**src/rtl/mlp_layer_sequencer_if.sv**
```systemverilog
// MAC start/done handshake bundle between the layer sequencer (master)
// and the mac datapath (slave).
interface mlp_layer_sequencer_if #(
  parameter int unsigned NUM_FEATURES  = 4,
  parameter int unsigned FP_TOTAL_BITS = 16
);
  logic                                         mac_start;
  logic signed [NUM_FEATURES*FP_TOTAL_BITS-1:0] mac_x;
  logic signed [NUM_FEATURES*FP_TOTAL_BITS-1:0] mac_weights;
  logic signed [FP_TOTAL_BITS-1:0]              mac_bias;
  logic signed [FP_TOTAL_BITS-1:0]              mac_output;
  logic                                         mac_done;

  modport master (
    output mac_start, mac_x, mac_weights, mac_bias,
    input  mac_output, mac_done
  );

  modport slave (
    input  mac_start, mac_x, mac_weights, mac_bias,
    output mac_output, mac_done
  );
endinterface

```
**src/rtl/mlp_layer_sequencer.sv**
```systemverilog
// Fully connected layer sequencer: latches a feature vector, fetches each
// neuron's weights/bias from a synchronous memory, runs one MAC per neuron
// and streams the per-neuron results out.
// Optional build macro: MLP_SEQ_RELU_EN clamps negative results to zero.
module mlp_layer_sequencer #(
  parameter int unsigned NUM_FEATURES  = 4,
  parameter int unsigned NUM_NEURONS   = 8,
  parameter int unsigned FP_TOTAL_BITS = 16,
  parameter int unsigned FP_FRAC_BITS  = 8,
  parameter int unsigned MAC_TIMEOUT   = 15
) (
  input  logic                                              clk,
  input  logic                                              reset_n,
  input  logic                                              layer_start,
  input  logic signed [NUM_FEATURES*FP_TOTAL_BITS-1:0]      x_in,
  output logic [((NUM_NEURONS > 1) ? $clog2(NUM_NEURONS) : 1)-1:0] w_addr,
  output logic                                              w_rd_en,
  input  logic signed [NUM_FEATURES*FP_TOTAL_BITS-1:0]      w_rdata,
  input  logic signed [FP_TOTAL_BITS-1:0]                   b_rdata,
  mlp_layer_sequencer_if.master                             mac,
  output logic                                              y_valid,
  output logic [((NUM_NEURONS > 1) ? $clog2(NUM_NEURONS) : 1)-1:0] y_index,
  output logic signed [FP_TOTAL_BITS-1:0]                   y_data,
  output logic                                              layer_busy,
  output logic                                              layer_done,
  output logic                                              mac_error
);

  localparam int unsigned AW = (NUM_NEURONS > 1) ? $clog2(NUM_NEURONS) : 1;
  localparam int unsigned TW = $clog2(MAC_TIMEOUT);
  localparam logic [AW-1:0] N_LAST = AW'(NUM_NEURONS - 1);
  localparam logic [TW-1:0] T_LAST = TW'(MAC_TIMEOUT - 1);

  if (NUM_NEURONS < 1) begin : g_bad_neurons
    $error("NUM_NEURONS must be at least 1");
  end
  if (MAC_TIMEOUT < 5) begin : g_bad_timeout
    $error("MAC_TIMEOUT must be at least 5");
  end
  if (FP_FRAC_BITS >= FP_TOTAL_BITS) begin : g_bad_frac
    $error("FP_FRAC_BITS must be smaller than FP_TOTAL_BITS");
  end

  typedef enum logic [2:0] {
    S_IDLE, S_FETCH, S_LOAD, S_START, S_WAIT, S_WRITE, S_DONE
  } state_t;

  state_t state, state_nx;
  logic   timeout_hit;

  logic signed [NUM_FEATURES*FP_TOTAL_BITS-1:0] x_r;
  logic signed [NUM_FEATURES*FP_TOTAL_BITS-1:0] w_r;
  logic signed [FP_TOTAL_BITS-1:0]              b_r;
  logic [AW-1:0]                                n;
  logic [TW-1:0]                                tcnt;
  logic signed [FP_TOTAL_BITS-1:0]              y_next;
  logic                                         mac_start_r;

`ifdef MLP_SEQ_RELU_EN
  assign y_next = mac.mac_output[FP_TOTAL_BITS-1] ? '0 : mac.mac_output;
`else
  assign y_next = mac.mac_output;
`endif

  assign mac.mac_start   = mac_start_r;
  assign mac.mac_x       = x_r;
  assign mac.mac_weights = w_r;
  assign mac.mac_bias    = b_r;
  assign w_addr          = n;

  // State register
  always_ff @(posedge clk or negedge reset_n) begin
    if (!reset_n) state <= S_IDLE;
    else          state <= state_nx;
  end

  // Next-state logic; done is checked before the timeout so it wins a tie
  always_comb begin
    state_nx    = state;
    timeout_hit = 1'b0;
    unique case (state)
      S_IDLE:  if (layer_start) state_nx = S_FETCH;
      S_FETCH: state_nx = S_LOAD;
      S_LOAD:  state_nx = S_START;
      S_START: state_nx = S_WAIT;
      S_WAIT: begin
        if (mac.mac_done) begin
          state_nx = S_WRITE;
        end else if (tcnt == T_LAST) begin
          state_nx    = S_IDLE;
          timeout_hit = 1'b1;
        end
      end
      S_WRITE: state_nx = (n == N_LAST) ? S_DONE : S_FETCH;
      S_DONE:  state_nx = S_IDLE;
      default: state_nx = S_IDLE;
    endcase
  end

  // Operand, neuron counter, timeout counter and result capture registers
  always_ff @(posedge clk or negedge reset_n) begin
    if (!reset_n) begin
      x_r    <= '0;
      w_r    <= '0;
      b_r    <= '0;
      n      <= '0;
      tcnt   <= '0;
      y_data <= '0;
    end else begin
      unique case (state)
        S_IDLE: begin
          if (layer_start) begin
            x_r <= x_in;
            n   <= '0;
          end
        end
        S_LOAD: begin
          w_r <= w_rdata;
          b_r <= b_rdata;
        end
        S_START: tcnt <= '0;
        S_WAIT: begin
          if (mac.mac_done) y_data <= y_next;
          else              tcnt   <= tcnt + TW'(1);
        end
        S_WRITE: if (n != N_LAST) n <= n + AW'(1);
        default: ;
      endcase
    end
  end

  // Control outputs registered from the next state so each is a clean
  // flop output that is high exactly while the FSM sits in the matching state
  always_ff @(posedge clk or negedge reset_n) begin
    if (!reset_n) begin
      w_rd_en     <= 1'b0;
      mac_start_r <= 1'b0;
      y_valid     <= 1'b0;
      y_index     <= '0;
      layer_busy  <= 1'b0;
      layer_done  <= 1'b0;
      mac_error   <= 1'b0;
    end else begin
      w_rd_en     <= (state_nx == S_FETCH);
      mac_start_r <= (state_nx == S_START);
      y_valid     <= (state_nx == S_WRITE);
      layer_busy  <= (state_nx != S_IDLE);
      layer_done  <= (state_nx == S_DONE);
      mac_error   <= timeout_hit;
      if (state_nx == S_WRITE) y_index <= n;
    end
  end

endmodule

```
**src/flat_wrapper.sv**
```systemverilog
// flat-port wrapper written by rule: the top's interface ports become plain ports
module mlp_layer_sequencer_flat 
#(
  parameter int unsigned NUM_FEATURES  = 4,
  parameter int unsigned NUM_NEURONS   = 8,
  parameter int unsigned FP_TOTAL_BITS = 16,
  parameter int unsigned FP_FRAC_BITS  = 8,
  parameter int unsigned MAC_TIMEOUT   = 15
)
  (clk, reset_n, layer_start, x_in, w_addr, w_rd_en, w_rdata, b_rdata, y_valid, y_index, y_data, layer_busy, layer_done, mac_error, mac_mac_start, mac_mac_x, mac_mac_weights, mac_mac_bias, mac_mac_output, mac_mac_done);
  mlp_layer_sequencer_if #(.NUM_FEATURES(NUM_FEATURES), .FP_TOTAL_BITS(FP_TOTAL_BITS)) mac_i ();
  input  logic clk;
  input  logic reset_n;
  input  logic layer_start;
  input  logic signed [NUM_FEATURES*FP_TOTAL_BITS-1:0] x_in;
  output logic [((NUM_NEURONS > 1) ? $clog2(NUM_NEURONS) : 1)-1:0] w_addr;
  output logic w_rd_en;
  input  logic signed [NUM_FEATURES*FP_TOTAL_BITS-1:0] w_rdata;
  input  logic signed [FP_TOTAL_BITS-1:0] b_rdata;
  output logic y_valid;
  output logic [((NUM_NEURONS > 1) ? $clog2(NUM_NEURONS) : 1)-1:0] y_index;
  output logic signed [FP_TOTAL_BITS-1:0] y_data;
  output logic layer_busy;
  output logic layer_done;
  output logic mac_error;
  output wire logic [$bits(mac_i.mac_start)-1:0] mac_mac_start;
  output wire logic [$bits(mac_i.mac_x)-1:0] mac_mac_x;
  output wire logic [$bits(mac_i.mac_weights)-1:0] mac_mac_weights;
  output wire logic [$bits(mac_i.mac_bias)-1:0] mac_mac_bias;
  input wire logic [$bits(mac_i.mac_output)-1:0] mac_mac_output;
  input wire logic [$bits(mac_i.mac_done)-1:0] mac_mac_done;
  assign mac_mac_start = mac_i.mac_start;
  assign mac_mac_x = mac_i.mac_x;
  assign mac_mac_weights = mac_i.mac_weights;
  assign mac_mac_bias = mac_i.mac_bias;
  assign mac_i.mac_output = mac_mac_output;
  assign mac_i.mac_done = mac_mac_done;
  mlp_layer_sequencer #(.NUM_FEATURES(NUM_FEATURES), .NUM_NEURONS(NUM_NEURONS), .FP_TOTAL_BITS(FP_TOTAL_BITS), .FP_FRAC_BITS(FP_FRAC_BITS), .MAC_TIMEOUT(MAC_TIMEOUT)) u_core (.clk(clk), .reset_n(reset_n), .layer_start(layer_start), .x_in(x_in), .w_addr(w_addr), .w_rd_en(w_rd_en), .w_rdata(w_rdata), .b_rdata(b_rdata), .mac(mac_i), .y_valid(y_valid), .y_index(y_index), .y_data(y_data), .layer_busy(layer_busy), .layer_done(layer_done), .mac_error(mac_error));
endmodule
```
**config.mk**
```make
export PLATFORM = sky130hd
export DESIGN_NAME = mlp_layer_sequencer_flat
export DESIGN_NICKNAME = d
export VERILOG_FILES = /design/src/rtl/mlp_layer_sequencer_if.sv /design/src/rtl/mlp_layer_sequencer.sv /design/src/flat_wrapper.sv
export SDC_FILE = /design/constraint.sdc
export NUM_CORES = 1
export LEC_CHECK = 0
export ABC_AREA = 1
export BUFFER_PORTS_ARGS = -buffer_cell sky130_fd_sc_hd__buf_2
export CELL_PAD_IN_SITES_DETAIL_PLACEMENT = 1
export CELL_PAD_IN_SITES_GLOBAL_PLACEMENT = 1
export CORE_ASPECT_RATIO = 0.75
export CORE_MARGIN = 5
export CORE_UTILIZATION = 33
export DETAILED_ROUTE_END_ITERATION = 7
export PLACE_DENSITY = 0.84
export SLEW_MARGIN = 20
export SYNTH_ARGS = -nofsm -noshare
export SYNTH_HDL_FRONTEND = slang
export SYNTH_SLANG_ARGS = --single-unit
```
**constraint.sdc**
```tcl
create_clock -name clk -period 1.9 [get_ports clk]
set_clock_uncertainty 0.1 [all_clocks]
set_input_delay 0.285 -clock clk [delete_from_list [all_inputs] [get_ports clk]]
set_output_delay 0.285 -clock clk [all_outputs]
set_load 0.02 [all_outputs]
```
[After elaboration in Yosys (flattened, before gate mapping)]
Cells that the tools add are included.
Operators by class
  add/subtract/negate cells: 2
  equality and inequality tests: 15
  mux-type cells: 13
  reductions and logical operators: 8
Operators by type and width (count)
  $mux W3: 6
  $pmux W3 S6: 1
  $eq A3 B3 Y1 const B: 5
  $eq A3 B2 Y1 const B: 3
  $pmux W4 S2: 1
  $eq A3 B1 Y1 const B: 2
  $pmux W3 S2: 1
  $reduce_and A2 Y1: 3
  $add A4 B1 Y4 const B: 1
  $eq A4 B4 Y1 const B: 1
  $mux W4: 1
  $ne A2 B2 Y1 const B: 2
  $reduce_bool A2 Y1: 2
  $add A3 B1 Y3 const B: 1
  $logic_not A3 Y1: 1
  $mux W1: 3
  $ne A3 B3 Y1 const B: 1
  $reduce_and A3 Y1: 1
  $reduce_bool A3 Y1: 1
  $ne A2 B1 Y1 const B: 1
Word-level totals
  bits in registers: 179
  input port bits: 164
  output and inout bits: 172
  logic and storage cells: 52

[Depth between registers and ports, before layout]
Gate-level depths: netlist of run 1.
  word-level depth: 5
  gate-level depth with buffers: 7
  depth with buffers taken out: 7

[Worst setup path after synthesis of run 1]
OpenSTA, ideal clock, no wires.
  kind: flip-flop to flip-flop
  start: reg u_core.n[0], in the netlist u_core.w_addr[0]
  end: reg u_core.layer_busy
  library setup time: 0.129 ns
  arrival: 1.244 ns
  required time: 1.671 ns
  slack: 0.427 ns
  stages on the path, launching flop included: 7
  buffers on the path: 0
  clock period less this slack: 1.473 ns
  cell sequence: dfrtp_1 ha_1 ha_1 nor2_1 inv_1 a21oi_1 nand3_1
On the way
  cells in the longest elaborated chain, start to end: 4
RTL lines
  from (decl): line mlp_layer_sequencer.sv:54  | logic [AW-1:0] n;
  from (signal assigned): line mlp_layer_sequencer.sv:126  | S_WRITE: if (n != N_LAST) n <= n + AW'(1);
  $eq A3 B3 Y1: line mlp_layer_sequencer.sv:94  | S_WRITE: state_nx = (n == N_LAST) ? S_DONE : S_FETCH;
  $mux W3: line mlp_layer_sequencer.sv:94
  $pmux W3 S6: line mlp_layer_sequencer.sv:81  | unique case (state)
  $reduce_bool A3 Y1: line mlp_layer_sequencer.sv:147  | layer_busy <= (state_nx != S_IDLE);
  to (signal assigned): line mlp_layer_sequencer.sv:147
  to (decl): line mlp_layer_sequencer.sv:24  | output logic layer_busy,
Every way passes these cells.
A chain may end at the register's enable or synchronous reset.

[Worst setup path in the final report of run 1]
  start: reg u_core.state[1]
  end: reg u_core.y_data[12]
On the way
  cells in the longest elaborated chain, start to end: 2
RTL lines
  from (decl): line mlp_layer_sequencer.sv:48  | state_t state, state_nx;
  from (signal assigned): line mlp_layer_sequencer.sv:74  | else state <= state_nx;
  $eq A3 B3 Y1: line mlp_layer_sequencer.sv:110  | unique case (state)
  $reduce_and A2 Y1 (no line)
  to (signal assigned): line mlp_layer_sequencer.sv:123  | if (mac.mac_done) y_data <= y_next;
  to (decl): line mlp_layer_sequencer.sv:23  | output logic signed [FP_TOTAL_BITS-1:0] y_data,
Every way passes these cells.

==> metrics.txt, run 1 <==
RSZ-0062 raised after global routing no; depth of the CTS H-tree 4; grt total ovfl 0; Port Buffers 335; Core Util, Final 53.4%; Routed Antenna Nets 0; final setup fails 0; final hold vios 0; Reg clk slew, reported paths 0.08 ns; # rows between 40 and 50; routed len/inst around 19 um; gpl congestion 0.779; die area approximately 24,000 um^2; synthesized area around 6900 um^2; TritonCTS Sinks approximately 180; initial core utilization 33.2%; 1st-iter DRT viols 407; pwr/cell area 1720 nW/um^2; post-layout minimum cycle time 1.63 ns; Arr. time, crit path about 1.9 ns; Final Max Slew Viols 0; status completed; Synth Area in XOR/XNOR 0.126%; met3 routed WL 1800 um; CP Capture Type flop; Die Span Y 136 um; Clk Latency, worst-skew pair 0.42 ns; CTS max path bufs 2; Synth Area in Simple Gates around 30%; type of origin of the critical path flop; Gate Count Post-Synth approximately 780; worst path required time 2.16 ns; maximum vdd drop 0.723 mV; DR vias/cell ~4.7; Area contributors post-synth dfrtp_1 65%, nand2_1 24%, nand3_1 5.0%; worst-margin pin slew 0.437 ns; largest net degree at the start of global routing 83; EDFF count, synth 0; CTS tree done; share of layout cells above drive strength 1 30.5%; FF-to-FF setup slack 0.27 ns; Synth Register Bits around 180; Synth Area in Compound Gates 0.577%; async set-reset flop share out of synthesis 100%; max layer used met4; post-synth top area cell dfrtp_1; top cell type's share of synthesized area 64.5%; Post CTS Setup Buffer Count 0; total CTS buffers 17; Seq/Total Area, Yosys between 60 and 70%; initial antenna violation count 2; Setup CP Type flop to flop; total power around 19 mW; mux contribution to synthesized area 0%; adder and majority gate portion of the synthesized area less than 1%; post-place setup slack 0.297 ns; met1 WL 11,000 um; fmax 615 MHz; Synth cell types 21; top_reg_cell synth dfrtp_1; core footprint 20,900 um^2; DR WL met2 15,400 um; post-synthesis average cell area between 8 and 9 um^2; Worst Slack Setup Final between 0.2 and 0.3 ns; Final period util 85.6%; TNS Setup 0 ns; cell with the most instances after synthesis nand2_1; Syn-to-layout area delta 60.8%; largest family of logic cells by synthesized area simple AND/OR/NAND/NOR gates; syn nets 946; Die X-Extent 177 um; Yosys warnings 0; Post-Place Cells 1,376; Tot GR Track Use 24.3%; DR vias 7,355; non-filler cells, final ~1,600; vias in the first global route 8,359; hold crit path type primary input to flop; first-pass GRT wire length roughly 46,000 um; drc violations 0; Static Leakage about 6.3 nW; hpwl dp 17,100 um; worst-path maximum fanout 17; Clock Root Buffer clkbuf_16; DRT Wirelength 29,100 um; # nets final 1,431; # IOs between 300 and 400; max_cap viols 0; Slew headroom between 70% and 80%; DR pass1 iterations 4; Post-synth top cells 439 x nand2_1, 179 x dfrtp_1, 69 x nand3_1
[placed cells by master (no fill, tap or decap), types with 3 or more instances in the layout]
cell / count
buf_12: 6
buf_2: 334
buf_4: 9
clkbuf_16: 17
clkinv_4: 3
dfrtp_1: 179
diode_2: 5
dlygate4sd3_1: 156
ha_1: 4
inv_1: 19
inv_6: 4
inv_8: 4
nand2_1: 438
nand3_1: 69
nand4_1: 4
nor2_1: 7
o21ai_0: 4
o21ai_1: 3
[logic make-up after synthesis]
logic type,after synthesis
AOI/OAI and AO/OA,8
xor gates and xnor gates,1
adders and majority gates,4
buffers and inverters,61
DFF,179
and+or+nand+nor,525
[worst max-delay path, cell delays in order, from the launching register on]
cell and delay [ns]:
dfrtp_1 0.46, nor2_4 0.25, nand2_2 0.18, nor2_8 0.14, buf_4 0.23, nand2_1 0.11
nand2_1 0.09
[final timing paths]
check                                                      start                                endpoint  cells past startpoint
worst min-delay path                                    x_in[36]        u_core.mac.mac_x[36]$_DFFE_PN0P_                      3
worst max register to register         u_core.state[1]$_DFF_PN0_           u_core.y_data[12]$_DFFE_PN0P_                      6
worst max-delay path                   u_core.state[1]$_DFF_PN0_           u_core.y_data[12]$_DFFE_PN0P_                      6
max in group asynchronous                                reset_n  u_core.mac.mac_weights[58]$_DFFE_PN0N_                      3
worst min register to register  u_core.mac.mac_x[63]$_DFFE_PN0P_        u_core.mac.mac_x[63]$_DFFE_PN0P_                      2
min in group asynchronous                                reset_n        u_core.mac.mac_x[27]$_DFFE_PN0P_                      2
[registers in the layout, indices dropped and copies added (netlist names)]
signal                  flops
u_core.state                3
u_core.mac.mac_weights     64
u_core.mac.mac_x           64
u_core.layer_done           1
u_core.w_addr               3
u_core.mac.mac_start        1
u_core.y_data              16
u_core.layer_busy           1
u_core.y_index              3
u_core.w_rd_en              1
u_core.mac_error            1
u_core.mac.mac_bias        16
u_core.tcnt                 4
u_core.y_valid              1
[through the flow]
step / hold slack, ns / area (um^2)
5_1_grt: 0.0215 / 11200
4_1_cts: 0.00244 / 11100
3_3_place_gp: 0.119 / 9000
3_5_place_dp: 0.118 / 9000
2_1_floorplan: -0.111 / 6940
6_report: 0.0134 / 11200
[cell type report]
type	instances	area, um^2
repair buffers	506	3430
inverters	21	78.8
clock inverters	12	136
well taps	288	360
fillers	2494	9730
flip-flops and latches	179	4480
diodes	5	12.5
multi-input cells	538	2210
clock buffers	20	457
[layer usage]
metal  track usage, %  up-vias
li1                 -     3367
met1             26.7     3651
met2             44.8      272
met3             6.50       65
met4             9.19        0
met5                0        -
[power breakdown]
group / leakage (nW) / internal [mW] / total [mW] / switching [mW]
Sequential: 2.24 / 5.61 / 6.73 / 1.12
Combinational: 3.80 / 2.77 / 8.89 / 6.11
Clock: 0.294 / 1.94 / 3.61 / 1.67
Total: 6.33 / 10.3 / 19.2 / 8.90
[what timing repair did]
item                                   CTS  global route
resized for setup                        0             0
endpoints found under the hold margin  183             1
hold buffers                           155             1
Power figures use the tool's default switching activity.
==> run 2, diff against run 1 <==
- PLACE_DENSITY: 0.84 -> unset
- PLACE_DENSITY_LB_ADDON: unset -> 0.1
==> metrics.txt, run 2 (synthesis results as in run 1) <==
status completed; share of layout cells above drive strength 1 30.5%; Crit path top cell by count nand2_1; most common library cell in the layout ignoring fill and taps nand2_1; initial core utilization between 30% and 40%; Largest stage delay, worst path between 0.4 and 0.5 ns; worst-margin pin slew 0.508 ns; max_cap viols 0; pwr/cell area 1690 nW/um^2; final setup fails 0; DR vias/cell around 4.5; grt total ovfl 0; critical path's top delay family buffers and inverters; Routed Antenna Nets 0; drc violations 0; core footprint 20,900 um^2; commonest cells after routing, fill and taps aside 438 x nand2_1, 334 x buf_2, 179 x dfrtp_1; total CTS buffers 17; post-layout minimum cycle time 1.59 ns; maximum vdd drop about 0.65 mV; Port Buffers 335; largest net degree at the start of global routing 82; filler cell count around 2,500; # nets final 1,437; Die X-Extent 177 um; hpwl dp 16,200 um; initial antenna violation count 1; RSZ-0062 raised after global routing no; Clk Latency, worst-skew pair 0.41 ns; Arr. time, crit path 1.84 ns; DR pass1 iterations 4; 1st-iter DRT viols 356; Final period util a little over four fifths; CP max-delay cell dfrtp_1; # rows 46; TNS Setup 0 ns; depth of the CTS H-tree 4; CP Cell Sequence inv_1, nand3_2, inv_2, buf_12, nand2_1, nand2_1; fmax around 630 MHz; Slew headroom 66.2%; type of origin of the critical path flop; CP bufs+invs 3; worst path required time 2.16 ns; CTS max path bufs 2; Setup CP Type flop to flop; cts repair resizes 0; DRT Wirelength 25,700 um; Core Util, Final 54.0%; Die Span Y 136 um; CTS tree done; die area 24,100 um^2; Static Leakage ~6.4 nW; TritonCTS Sinks 179; # IOs 336; Post CTS Setup Buffer Count 0; Clock Root Buffer clkbuf_16; vias in the first global route 7,730; hold_buf cts 160; Final Max Slew Viols 0; DR vias 7,055; final hold vios 0; Syn-to-layout area delta 62.5%; Reg clk slew, reported paths 0.07 ns; gpl congestion 0.753; hold crit path type primary input to flop; worst-path maximum fanout 40; first-pass GRT wire length between 40,000 and 50,000 um; routed len/inst about 16 um; CP Capture Type flop; Tot GR Track Use between 20% and 30%
==> run 2: changes by cell type in the layout (fill, tap and decap cells not counted), sizes merged <==
cell	change
inv	-5
diode	-4
dlygate4sd3	+4
clkinvlp	+3
buf	+2
bufinv	+2
clkbuf	-1
==> run 2: path summary, 6_finish.rpt <==
check | from | to | slack [ns] | cells after the start
worst max register to register | u_core.state[0]$_DFF_PN0_ | u_core.mac.mac_weights[33]$_DFFE_PN0N_ | 0.31 | 6
worst min register to register | u_core.mac.mac_x[14]$_DFFE_PN0P_ | u_core.mac.mac_x[14]$_DFFE_PN0P_ | 0.36 | 2
worst min-delay path | x_in[41] | u_core.mac.mac_x[41]$_DFFE_PN0P_ | 0.06 | 3
max in group asynchronous | reset_n | u_core.mac.mac_weights[16]$_DFFE_PN0N_ | 0.78 | 3
min in group asynchronous | reset_n | u_core.mac.mac_bias[12]$_DFFE_PN0N_ | 0.27 | 2
worst max-delay path | u_core.state[0]$_DFF_PN0_ | u_core.mac.mac_weights[33]$_DFFE_PN0N_ | 0.31 | 6
==> run 2: per-layer routing <==
layer / vias to the layer above / track usage [%] / share of wire, %
met5: - / 0 / 0
met4: 0 / 6.66 / 2.2
met3: 39 / 6.42 / 7.3
met2: 213 / 36.6 / 49
met1: 3420 / 25.6 / 41
li1: 3383 / - / -
==> run 2: power by group <==
part	switching, mW	internal [mW]
sequential	0.968	5.61
clock	1.57	2.16
combinational	5.90	2.83
==> run 2: final cells by class <==
cell class,count,area (um^2),area share (%)
flip-flops and latches,179,4480,39.7
repair buffers,512,3520,31.2
multi-input cells,538,2210,19.6
clock buffers,19,453,4.02
well taps,288,360,3.19
clock inverters,12,173,1.53
inverters,21,78.8,0.699
diodes,1,2.50,0.0222
==> run 2: metrics by stage <==
step                      cells  cell area (um^2)  setup WS [ns]  total power, mW  hold WS [ns]
after floorplan             778              6940          0.427             11.7        -0.111
after global placement     1378              9050          0.366             14.9         0.170
after detailed placement   1378              9050          0.362             15.1         0.166
after CTS                  1569             11300          0.348             19.2        0.0147
after global routing       1570             11300          0.178             20.4        0.0417
final                      1570             11300          0.313             19.0        0.0572
==> run 2: worst min-delay path: stages <==
cell and delay, ns:
buf_2 0.09, nand3_1 0.07, nand2_1 0.08
==> run 3, diff against run 2 <==
- CORE_UTILIZATION: 33 -> 30
- clock period: 1.9 -> 1.4 ns (I/O delays scaled with it)
==> metrics.txt, run 3 (synthesis results as in run 1) <==
Clk Latency, worst-skew pair between 0.4 and 0.5 ns; maximum vdd drop 0.886 mV; first-pass GRT wire length 40,100 um; most common library cell in the layout ignoring fill and taps nand2_1; Die X-Extent 186 um; Clk pwr share 16.3%; depth of the CTS H-tree 4; Syn-to-layout area delta 80.4%; CTS max path bufs 2; Routed Antenna Nets 0; Switching Fraction 44.2%; Clock Root Buffer clkbuf_16; post-layout minimum cycle time 1.44 ns; final hold vios 0; CP max-delay cell dfrtp_2; Reg power frac 31.5%; Tot GR Track Use between 10% and 20%; gpl congestion 0.759; combinational cell fraction of total power a little over half; worst-path maximum fanout 6; initial core utilization 30.3%; Reg clk slew, reported paths 0.07 ns; CP Cell Sequence nor2_4, buf_12, nand2_8, buf_12, clkbuf_16, nand2_1, nand2_1; CTS tree done; # nets final 1,492; Die Span Y 142 um; Int Pwr 16.1 mW; failing checks negative setup slack; Largest stage delay, worst path between 0.4 and 0.5 ns; # rows 48; # IOs 336; type of origin of the critical path flop; DR vias ~7,300; Arr. time, crit path 1.65 ns; die area 26,300 um^2; drc violations 0; RSZ-0062 raised after global routing yes; hpwl dp 17,000 um; post-place setup slack -0.0646 ns; grt total ovfl 0; DRT Wirelength around 28,000 um; Final Max Slew Viols 0; Worst Slack Setup Final -0.0355 ns; Static Leakage 6.91 nW; TritonCTS Sinks ~180; pwr/cell area 2300 nW/um^2; status finished with violations; DR pass1 iterations 4; core footprint between 20,000 and 25,000 um^2; Final period util 103%; commonest cells after routing, fill and taps aside 378 x nand2_1, 332 x buf_2, 175 x dfrtp_1; final hold slack between 0.05 and 0.06 ns; Setup CP Type flop to flop; max_cap viols 0; fmax 697 MHz; initial antenna violation count 0; final setup fails 51; largest net degree at the start of global routing a little under 50; share of layout cells above drive strength 1 39.0%; CP Capture Type flop; 1st-iter DRT viols 274; NetSw 12.7 mW; DR vias/cell roughly 4.5; total CTS buffers 17; Port Buffers 335; vias in the first global route 7,637; Slew headroom 75.9%; worst-margin pin slew 0.362 ns; worst path required time roughly 1.6 ns; routed len/inst 17.1 um; hold crit path type primary input to flop
-- run 3: cell count changes in the layout (fill, tap and decap cells not counted), moves of 9 or more --
cell,change
nand2_2,+43
buf_6,+14
nand2_1,-60
nand2_4,+16
clkbuf_16,+16
buf_4,+9
buf_12,+14
-- run 3: final cells by class --
type / count / area, um^2
timing repair inverter: 2 / 20.0
clock buffer: 20 / 457
antenna: 4 / 10.0
tap: 300 / 375
multi-input combinational: 538 / 2520
sequential: 179 / 4480
fill: 2618 / 10400
timing repair buffer: 565 / 4450
inverter: 21 / 98.8
clock inverter: 12 / 118
-- run 3: final timing paths --
check | start | slack, ns | cells past startpoint | to
max | u_core.state[1]$_DFF_PN0_ | -0.04 | 7 | u_core.mac.mac_x[41]$_DFFE_PN0P_
max in group asynchronous | reset_n | 0.54 | 3 | u_core.mac.mac_weights[61]$_DFFE_PN0N_
min in group asynchronous | reset_n | 0.14 | 2 | u_core.mac.mac_x[16]$_DFFE_PN0P_
max reg2reg | u_core.state[1]$_DFF_PN0_ | -0.04 | 7 | u_core.mac.mac_x[41]$_DFFE_PN0P_
min reg2reg | u_core.mac.mac_x[15]$_DFFE_PN0P_ | 0.37 | 2 | u_core.mac.mac_x[15]$_DFFE_PN0P_
min | mac_mac_done | 0.06 | 4 | u_core.mac_error$_DFF_PN0_
-- run 3: worst max-delay path: cells and delay by family, from the launching register on --
kind                   cells  cell delay, ns
buffers and inverters      3            0.45
flip-flops                 1            0.44
AND/OR/NAND/NOR            4            0.32
-- run 3: stage by stage --
step                util (%)  TNS [ns]  cell area (um^2)  power, mW  std cells
finish                  54.7    -0.712             12500       28.8       1641
global route            54.7     -4.67             12500       30.8       1637
CTS                     50.7   -0.0775             11600       26.5       1605
detailed placement      40.9     -1.23              9360       21.2       1411
global placement        40.9    -0.653              9360       21.0       1411
floorplan                  -         0              6950       15.9        778
-- run 3: timing repair --
action,4_1_cts,5_1_grt
pin swaps,3,19
hold endpoints to repair,339,0
gates resized for setup,18,111
hold buffers,161,0
buffers inserted,1,11
endpoints found under the setup margin,64,157
gates cloned,0,21
-- run 3: power by group through the flow --
| stage | combinational (mW) | sequential (mW) | clock, mW |
|---|---|---|---|
| after CTS | 12.7 | 8.90 | 4.85 |
| after global placement | 12.0 | 8.91 | 0 |
| after floorplan | 4.07 | 11.8 | 0 |
| final | 15.1 | 9.08 | 4.69 |
| after global routing | 16.4 | 9.40 | 5.04 |
| after detailed placement | 12.3 | 8.93 | 0 |
-- run 3: metal layers --
layer | GRT usage (%) | share of wire [%] | vias up
met4 | 6.17 | 2.0 | 0
li1 | - | - | 3508
met1 | 23.9 | 43 | 3589
met3 | 5.48 | 6.2 | 30
met2 | 31.2 | 49 | 205
met5 | 0 | 0 | -
